**src/rtl/gray_updown_counter.sv**
```systemverilog
// Parametrised up/down reflected-Gray counter with enable, parallel load, wrap/saturate
// ends and registered terminal-count and boundary flags. Optional step prescaler: PRESCALE_EN.
module gray_updown_counter #(
    parameter int WIDTH     = 3,
    parameter int MODE_WRAP = 1,
    parameter int RESET_IDX = 0,
    parameter int PRESCALE  = 4
) (
    input  logic             clk,
    input  logic             rst,
    input  logic             en,
    input  logic             dir,
    input  logic             load,
    input  logic [WIDTH-1:0] load_idx,
    output logic [WIDTH-1:0] gray_out,
    output logic [WIDTH-1:0] idx_out,
    output logic             tc,
    output logic             at_max,
    output logic             at_min
);

    localparam logic [WIDTH-1:0] IDX_MAX   = {WIDTH{1'b1}};
    localparam logic [WIDTH-1:0] IDX_MIN   = '0;
    localparam logic [WIDTH-1:0] RST_IDX   = RESET_IDX[WIDTH-1:0];
    localparam logic [WIDTH-1:0] RST_GRAY  = RST_IDX ^ (RST_IDX >> 1);
    localparam logic             RST_MAX   = (RST_IDX == IDX_MAX);
    localparam logic             RST_MIN   = (RST_IDX == IDX_MIN);

    logic [WIDTH-1:0] idx_q,    idx_d;
    logic [WIDTH-1:0] gray_q,   gray_d;
    logic             tc_q,     tc_d;
    logic             at_max_q, at_max_d;
    logic             at_min_q, at_min_d;
    logic             step_fire;

`ifdef PRESCALE_EN
    localparam int              PSC_W    = $clog2(PRESCALE);
    localparam logic [PSC_W-1:0] PSC_LAST = PSC_W'(PRESCALE - 1);

    logic [PSC_W-1:0] psc_q, psc_d;

    // The prescaler only advances on enabled cycles; load restarts the spacing.
    always_comb begin
        psc_d     = psc_q;
        step_fire = 1'b0;
        if (load) begin
            psc_d = '0;
        end else if (en) begin
            if (psc_q == PSC_LAST) begin
                psc_d     = '0;
                step_fire = 1'b1;
            end else begin
                psc_d = psc_q + 1'b1;
            end
        end
    end
`else
    always_comb begin
        step_fire = en;
    end
`endif

    // NOTE: every variable gets a default at the top of always_comb so no path can infer a latch.
    always_comb begin
        idx_d = idx_q;
        tc_d  = 1'b0;
        if (load) begin
            idx_d = load_idx;
        end else if (step_fire) begin
            if (!dir) begin
                if (idx_q == IDX_MAX) begin
                    tc_d  = 1'b1;
                    idx_d = (MODE_WRAP != 0) ? IDX_MIN : idx_q;
                end else begin
                    idx_d = idx_q + 1'b1;
                end
            end else begin
                if (idx_q == IDX_MIN) begin
                    tc_d  = 1'b1;
                    idx_d = (MODE_WRAP != 0) ? IDX_MAX : idx_q;
                end else begin
                    idx_d = idx_q - 1'b1;
                end
            end
        end
        // Gray code and flags come from the next index, so all outputs land on the same edge.
        gray_d   = idx_d ^ (idx_d >> 1);
        at_max_d = (idx_d == IDX_MAX);
        at_min_d = (idx_d == IDX_MIN);
    end

    // NOTE: sequential state uses non-blocking assignments so all flops sample the same pre-edge values.
    always_ff @(posedge clk) begin
        if (rst) begin
            idx_q    <= RST_IDX;
            gray_q   <= RST_GRAY;
            tc_q     <= 1'b0;
            at_max_q <= RST_MAX;
            at_min_q <= RST_MIN;
`ifdef PRESCALE_EN
            psc_q    <= '0;
`endif
        end else begin
            idx_q    <= idx_d;
            gray_q   <= gray_d;
            tc_q     <= tc_d;
            at_max_q <= at_max_d;
            at_min_q <= at_min_d;
`ifdef PRESCALE_EN
            psc_q    <= psc_d;
`endif
        end
    end

    assign gray_out = gray_q;
    assign idx_out  = idx_q;
    assign tc       = tc_q;
    assign at_max   = at_max_q;
    assign at_min   = at_min_q;

endmodule

```
**config.mk**
```make
export PLATFORM = sky130hd
export DESIGN_NAME = gray_updown_counter
export DESIGN_NICKNAME = d
export VERILOG_FILES = /design/src/rtl/gray_updown_counter.sv
export SDC_FILE = /design/constraint.sdc
export NUM_CORES = 1
export LEC_CHECK = 0
export CELL_PAD_IN_SITES_DETAIL_PLACEMENT = 1
export CELL_PAD_IN_SITES_GLOBAL_PLACEMENT = 1
export CORE_MARGIN = 5
export CORE_UTILIZATION = 31
export DETAILED_ROUTE_END_ITERATION = 12
export PLACE_DENSITY_LB_ADDON = 0.1
export RECOVER_POWER = 50
export SYNTH_ARGS = -nofsm -noshare
export SYNTH_HDL_FRONTEND = slang
export SYNTH_SLANG_ARGS = --single-unit
export TNS_END_PERCENT = 20
```
**constraint.sdc**
```tcl
create_clock -name clk -period 3.8 [get_ports clk]
set_input_delay 0.76 -clock clk [delete_from_list [all_inputs] [get_ports clk]]
set_output_delay 0.76 -clock clk [all_outputs]
set_load 0.1 [all_outputs]
```
== Word-level counts from Yosys, hierarchy flattened ==
Index checks and enable logic that the tools add are counted.

* Input port bits: 8
* Latch bits: 0
* Memories: 0
* Output and inout bits: 9
* Logic and storage cells: 22
* Register bits: 9
* Bits in read-only memories: 0
* Bits in writable memories: 0

* Multiplexer cells: 8
* Div/mod/pow operators: 0
* Bitwise gates (word level): 2
* Reductions and logical operators: 3
* Equality and inequality tests: 2
* $add $sub $neg: 2
* Shift operators: 0
* $lt $le $gt $ge: 0
* Multipliers: 0

{| class="wikitable"
|+ Operator list
! cell !! count
|-
| 2-to-1 mux 3 bit || 5
|-
| == test 3 bit, second input constant || 2
|-
| logical NOT 3 bit || 2
|-
| adder 3 x 1 -> 3 bit, second input constant || 1
|-
| 2-to-1 mux 1 bit || 3
|-
| OR reduction 3 bit || 1
|-
| subtractor 3 x 1 -> 3 bit, second input constant || 1
|-
| bitwise XOR 3 x 2 -> 3 bit || 1
|-
| NOT 1 bit || 1
|}

== Depth between registers and ports, before layout ==
Gate-level depths: netlist of run 1.

* Word-level depth: 6
* Depth in mapped cells: 9

== Worst setup path after synthesis of run 1 ==
Ideal clock, no wire load.

* Kind: register -> register
* Start point: register idx_q[0] (netlist: idx_out[0])
* End point: register gray_q[0] (netlist: gray_out[0])
* Stages on the path, launching flop included: 10
* Arrival time: 2488 ps
* Library setup time: 114 ps
* Buffers on the path: 0
* Slack: 1198 ps
* Clock period less this slack: 2602 ps
* Cells stage by stage: dfxtp_1 -> inv_1 -> ha_1 -> nand3b_1 -> nand2_1 -> and3_1 -> a221oi_1 -> inv_1 -> ha_1 -> nor2b_1

* Cells in the longest elaborated chain, start to end: 6

{| class="wikitable"
|+ Ends and longest elaborated chain
! what !! line !! text
|-
| from (decl) || 29 || <nowiki>logic [WIDTH-1:0] idx_q, idx_d;</nowiki>
|-
| from (signal assigned) || 104 || <nowiki>idx_q <= idx_d;</nowiki>
|-
| adder 3 x 1 -> 3 bit, or another cell as far along || 75 || <nowiki>idx_d = idx_q + 1'b1;</nowiki>
|-
| 2-to-1 mux 3 bit (on tied branches) || 71, 78 ||
|-
| 2-to-1 mux 3 bit || 70 || <nowiki>if (!dir) begin</nowiki>
|-
| 2-to-1 mux 3 bit (*) || 69 || <nowiki>end else if (step_fire) begin</nowiki>
|-
| 2-to-1 mux 3 bit (*) || 67 || <nowiki>if (load) begin</nowiki>
|-
| bitwise XOR 3 x 2 -> 3 bit (*) || 87 || <nowiki>gray_d = idx_d ^ (idx_d >> 1);</nowiki>
|-
| via gray_d[0] || 30 || <nowiki>logic [WIDTH-1:0] gray_q, gray_d;</nowiki>
|-
| to (signal assigned) || 105 || <nowiki>gray_q <= gray_d;</nowiki>
|-
| to (decl) || 30 ||
|}

Mark *: on every way through the listed nets, which the timed path passes. The rest lies on a longest branch.
A chain may end at the register's enable or synchronous reset.

==> impl_metrics.csv, run 1 <==
group,metric,value,unit
run_status,outcome,"finished, final reports clean",
hold_path,hp-start,"idx_out[0]$_SDFF_PP0_",
sta,drv_slew,0,
critical_path,critPathBufInv,1,
synth,post_synth.cell_area_avg,8.89,um^2
clock_network,cts_resized,0,
floorplanning,die_x,47.1,um
detailed_routing,totalWireLength,1.00,mm
cells_and_area,syn_to_final_growth,45.5,%
clock_network,ctsHoldBuffers,0,
synth,synth_area,427,um^2
global_route,grt_pass1_wl,1.70,mm
detailed_routing,wl_per_cell,12.4,um
critical_path,worstRegToRegCells,9,
placement,place_congestion,0.716,
detailed_routing,vias_per_cell,4.72,
floorplanning,die_area,0.00222,mm^2
critical_path,worstPathCellList,"clkdlybuf4s50_1",
critical_path,r2r-start,"idx_out[0]$_SDFF_PP0_",
clock_network,cts_buffers,3,
critical_path,cp_slowest_stage_delay,1.19,ns
critical_path,critPathLaunchType,"register",
floorplanning,placement_rows,13,
clock_network,max-clock-path-buffers,2,
sta,clock_skew,0.000405,ns
detailed_routing,drcViolationCount,0,
critical_path,r2r_slack,1.73,ns
sta,rsz0062_at_grt,"no",
global_route,grt_max_degree,9,
detailed_routing,final_antenna_net_count,0,
clock_network,clk_pin_slew,0.05,ns
critical_path,cp_top_family,"buffers and inverters",
power,power_density,426,mW/mm^2
critical_path,cp_max_fo,8,
clock_network,htree_levels,1,
cells_and_area,fin_nets,81,
critical_path,endpoint_kind,"primary output",
global_route,grt_use_total,0.113,
detailed_routing,firstDrtPassIters,2,
cells_and_area,layout-drive-gt1-share,0.0758,
sta,finalHoldViolCount,0,
detailed_routing,via_count,382,
floorplanning,die_y,47.1,um
hold_path,min_delay_worst_endpoint,"idx_out[0]$_SDFF_PP0_",
global_route,antenna_found_initial,0,
cells_and_area,multiInputGateArea,240,um^2
sta,relSlewSlack,0.348,
synth,ys_warn_count,0,
cells_and_area,n_antenna_cell,0,
placement,dp_hpwl,860,um
sta,max_freq,0.378,GHz
sta,layout_min_cycle_time,2.64,ns
sta,worst_pin_slew,0.975,ns
run,maxCapViolCount,0,
critical_path,crit_required,3.04,ns
synth,syn_inst,48,
synth,synth.distinct_cells,20,
sta,setup_viol,0,
sta,finalCritPeriodShare,0.696,
critical_path,cp_slowest_cell,"clkdlybuf4s50_1",
clock_network,insertion_delay,0.24,ns
global_route,grt_overflow,0,
hold_path,holdPathStages,2,
hold_path,hold_class,"register to register",
power,leakage,0.265,nW
power,ir_drop,244,uV
critical_path,reg2reg_to,"gray_out[0]$_SDFF_PP0_",
floorplanning,num_io_pins,17,
cells_and_area,seqCellArea,160,um^2
synth,synth_fp_nets,61,
global_route,grt_pass1_vias,389,
floorplanning,initial_utilization,0.328,
clock_network,cts-root-buf,"clkbuf_4",
clock_network,cts_tree,"done",
detailed_routing,drt_iter0_drc,3,
synth,yosysSeqAreaShare,0.375,
placement,port_buffers,16,
critical_path,cp.arrival,1.88,ns
sta,setup_tns,0,ns
critical_path,criticalPathCategory,"register to primary output",
clock_network,postCtsSetupBuffers,0,
cells_and_area,final_util,0.477,
clock_network,cts_num_sinks,8,
floorplanning,coreArea,0.00130,mm^2
cells_and_area,fill_cells,168,
synth,synth_seq_cells,8,
## kinds of logic after synthesis
logic type / after synthesis / share of synthesized area
XOR/XNOR: 1 / 0.0205
adder cells (fa/ha/maj): 5 / 0.147
buffers and inverters: 6 / 0.0616
AND/OR/NAND/NOR: 21 / 0.252
AO/OA/AOI/OAI: 7 / 0.144
flip-flops: 8 / 0.375
## synth_stat cells, drive strengths merged
cell type	number	area [um^2]
nand3b	1	7.51
inv	5	18.8
ha	5	62.6
nor2b	5	31.3
a31o	1	8.76
a2111oi	1	8.76
o31a	1	10.0
dfxtp	8	160
o221ai	1	8.76
a22oi	1	7.51
a311oi	1	8.76
a221oi	1	8.76
xnor2	1	8.76
and2	2	12.5
and3	1	6.26
nand2b	1	6.26
nand2	4	15.0
buf	1	7.51
or3	1	6.26
nor2	6	22.5
## final cells by class
type | instances | share of cell area
clock buffer | 3 | 0.0363
inverter | 5 | 0.0302
multi-input combinational | 34 | 0.387
sequential | 8 | 0.258
tap | 15 | 0.0302
timing repair buffer | 16 | 0.258
## per-layer routing
metal	GRT usage	routed length [um]	vias to the layer above
li1	-	-	200
met5	0	0	-
met2	0.190	518	8
met1	0.130	413	172
met4	0.0663	8	0
met3	0.0268	63	2
## sequential cells by signal (all words and copies together) (netlist names)
signal and count:
idx_out 3, gray_out 2, at_max 1, at_min 1, tc 1
## placed cells by master, fill, tap and decap left out, drive strengths merged, types with 2 or more instances in the layout
cell           synthesis  final
and2                   2      2
clkbuf                 0      3
clkdlybuf4s50          0     13
dfxtp                  8      8
dlygate4sd3            0      3
ha                     5      5
inv                    5      5
nand2                  4      4
nor2                   6      6
nor2b                  5      5
## power by group
group | switching, W | internal, W
Combinational | 0.0000758 | 0.0000321
Sequential | 0.00000454 | 0.0000909
Clock | 0.0000251 | 0.0000359
## worst max-delay path by stage
| stage | start | to | slack, ns | depth (start not counted) |
|---|---|---|---|---|
| 6_report | idx_out[2]$_SDFF_PP0_ | gray_out[2] | 1.16 | 1 |
| 5_1_grt | idx_out[2]$_SDFF_PP0_ | idx_out[2] | 1.07 | 1 |
| 4_1_cts | idx_out[2]$_SDFF_PP0_ | gray_out[2] | 1.13 | 1 |
| 3_5_place_dp | dir | gray_out[0]$_SDFF_PP0_ | 1.15 | 7 |
| 3_3_place_gp | dir | gray_out[0]$_SDFF_PP0_ | 1.22 | 7 |
| 2_1_floorplan | idx_out[0]$_SDFF_PP0_ | gray_out[0]$_SDFF_PP0_ | 1.20 | 9 |
## metrics by stage
stage	total power (W)	hold slack [ns]	setup slack, ns	instance area [um^2]	instances
floorplan	0.000177	0.832	1.20	427	48
global placement	0.000206	0.655	1.22	598	78
detailed placement	0.000207	0.661	1.15	598	78
CTS	0.000270	0.680	1.13	621	81
global route	0.000281	0.726	1.07	621	81
finish	0.000264	0.675	1.16	621	81
(Power assumes the default switching activity.)
==> inputs of run 2 (changes only) <==
Settings changed: CORE_UTILIZATION 31 to 26.
Clock period 3.8 ns to 2.2 ns, I/O delays scaled along.
==> run 2 against run 1 <==
Compared with the run above: largest cell class unchanged; power increased by 78%; via count grew 3.9%; clock skew is 0.0085 ns higher.
==> impl_metrics.csv, run 2 (synthesized netlist as in run 1, its figures left out) <==
group,metric,value,unit
sta,setup_viol,0,
cells_and_area,n_antenna_cell,0,
hold_path,holdPathStages,3,
clock_network,cts_resized,0,
global_route,grt_use_total,0.0988,
global_route,met2_usage,0.128,
clock_network,cts_buffers,3,
sta,finalCritPeriodShare,0.886,
sta,rsz0062_at_grt,"no",
sta,clock_skew,0.00894,ns
detailed_routing,drt_iter0_drc,1,
clock_network,clk_pin_slew,0.06,ns
clock_network,cts_tree,"done",
clock_network,ctsHoldBuffers,0,
hold_path,min_delay_worst_endpoint,"idx_out[0]$_SDFF_PP0_",
hold_path,hold_class,"register to register",
hold_path,hp-start,"idx_out[0]$_SDFF_PP0_",
sta,relSlewSlack,0.222,
placement,dp_worst_setup_slack,-0.0310,ns
placement,port_buffers,16,
clock_network,postCtsSetupBuffers,0,
global_route,grt_pass1_vias,428,
critical_path,criticalPathCategory,"input port to register",
power,ir_drop,317,uV
critical_path,worstRegToRegCells,9,
global_route,gr-usage-met1,0.131,
clock_network,cts-root-buf,"clkbuf_4",
cells_and_area,final_cell_mix,"clkdlybuf4s50_1 (7), nor2_1 (6), buf_4 (6)",
detailed_routing,totalWireLength,1.08,mm
run_status,outcome,"finished, final reports clean",
sta,max_freq,0.513,GHz
cells_and_area,final_area,621,um^2
detailed_routing,vias_per_cell,4.51,
cells_and_area,fill_cells,185,
global_route,grt_overflow,0,
placement,place_congestion,0.644,
floorplanning,die_area,0.00255,mm^2
sta,finalHoldViolCount,0,
clock_network,max-clock-path-buffers,2,
sta,layout_min_cycle_time,1.95,ns
floorplanning,num_io_pins,17,
critical_path,reg2reg_to,"gray_out[0]$_SDFF_PP0_",
placement,dpl_cell_area,621,um^2
sta,drv_slew,0,
global_route,antenna_found_initial,0,
floorplanning,die_y,50.5,um
power,power_density,760,mW/mm^2
critical_path,crit_required,2.35,ns
critical_path,endpoint_kind,"register",
floorplanning,die_x,50.5,um
critical_path,r2r_slack,0.30,ns
detailed_routing,via_count,397,
cells_and_area,fin_nets,86,
placement,dp_hpwl,885,um
clock_network,htree_levels,1,
power,p_total,0.000472,W
global_route,grt_max_degree,9,
floorplanning,coreArea,0.00152,mm^2
sta,setup_tns,0,ns
power,leakage,0.281,nW
detailed_routing,drcViolationCount,0,
floorplanning,initial_utilization,0.280,
critical_path,cp_max_fo,7,
sta,fin_hold_ws,0.694,ns
critical_path,cp.arrival,2.09,ns
detailed_routing,wl_per_cell,12.2,um
global_route,top_usage_layer,"met1",
global_route,use_met3,0.0680,
cells_and_area,layout-drive-gt1-share,0.236,
clock_network,cts_num_sinks,8,
run,maxCapViolCount,0,
floorplanning,placement_rows,14,
detailed_routing,firstDrtPassIters,2,
cells_and_area,layout_commonest_cell,"clkdlybuf4s50_1",
critical_path,critPathLaunchType,"input port",
critical_path,r2r-start,"idx_out[0]$_SDFF_PP0_",
detailed_routing,final_antenna_net_count,0,
cells_and_area,syn_to_final_growth,45.5,%
clock_network,insertion_delay,0.26,ns
sta,worst_pin_slew,1.17,ns
sta,worst_slack,0.252,ns
cells_and_area,largest_reg_flops,3,
global_route,grt_pass1_wl,1.88,mm
==> run 2: cell types whose count changed in the layout (fill, tap and decap cells not counted) <==
cell             delta
buf_4               +6
dfxtp_2             +2
dfxtp_4             +1
clkdlybuf4s50_1     -6
dfxtp_1             -3
and2_1              +2
clkbuf_2            +3
and2_0              -2
clkbuf_1            +5
buf_1               +1
dlygate4sd3_1       -3
==> run 2: how the worst max path moves through the flow <==
stage	from	end	slack, ns	cells after the start
floorplan	idx_out[1]$_SDFF_PP0_	gray_out[0]$_SDFF_PP0_	0.02	9
global placement	load	gray_out[0]$_SDFF_PP0_	-0.002	7
detailed placement	dir	gray_out[0]$_SDFF_PP0_	-0.03	7
CTS	dir	gray_out[0]$_SDFF_PP0_	0.24	7
global route	load	gray_out[0]$_SDFF_PP0_	0.09	7
finish	load	gray_out[0]$_SDFF_PP0_	0.25	7
==> run 2: layout make-up <==
cell class,count,area (um^2),area share
Inverter,5,18.8,0.0302
Tap cell,16,20.0,0.0323
Timing Repair Buffer,21,149,0.240
Clock buffer,4,26.3,0.0423
Sequential cell,8,166,0.268
Multi-Input combinational cell,34,240,0.387
==> run 2: worst max-delay path, stage by stage <==
cell	delay (ns)
clkdlybuf4s50_1	0.60
nor2b_1	0.09
and3_1	0.16
a221oi_1	0.30
inv_1	0.09
ha_1	0.29
nor2b_1	0.13
==> run 2: per-layer routing <==
metal / vias to the layer above / share of wire / wire length (um)
met5: - / 0 / 0
met4: 0 / 0.0093 / 10
met3: 2 / 0.095 / 102
met2: 15 / 0.38 / 414
met1: 169 / 0.51 / 548
li1: 211 / - / -
==> run 2: through the flow <==
| stage | std cells | utilization |
|---|---|---|
| detailed placement | 84 | 0.407 |
| CTS | 88 | 0.424 |
| global route | 88 | 0.407 |
| global placement | 84 | 0.407 |
| floorplan | 48 | - |
| finish | 88 | 0.407 |
==> run 2: where the power goes <==
group	internal [W]	switching (W)	leakage, nW
Sequential	0.000157	0.00000786	0.0674
Clock	0.0000695	0.0000517	0.0150
Combinational	0.0000516	0.000134	0.198
Total	0.000278	0.000193	0.281
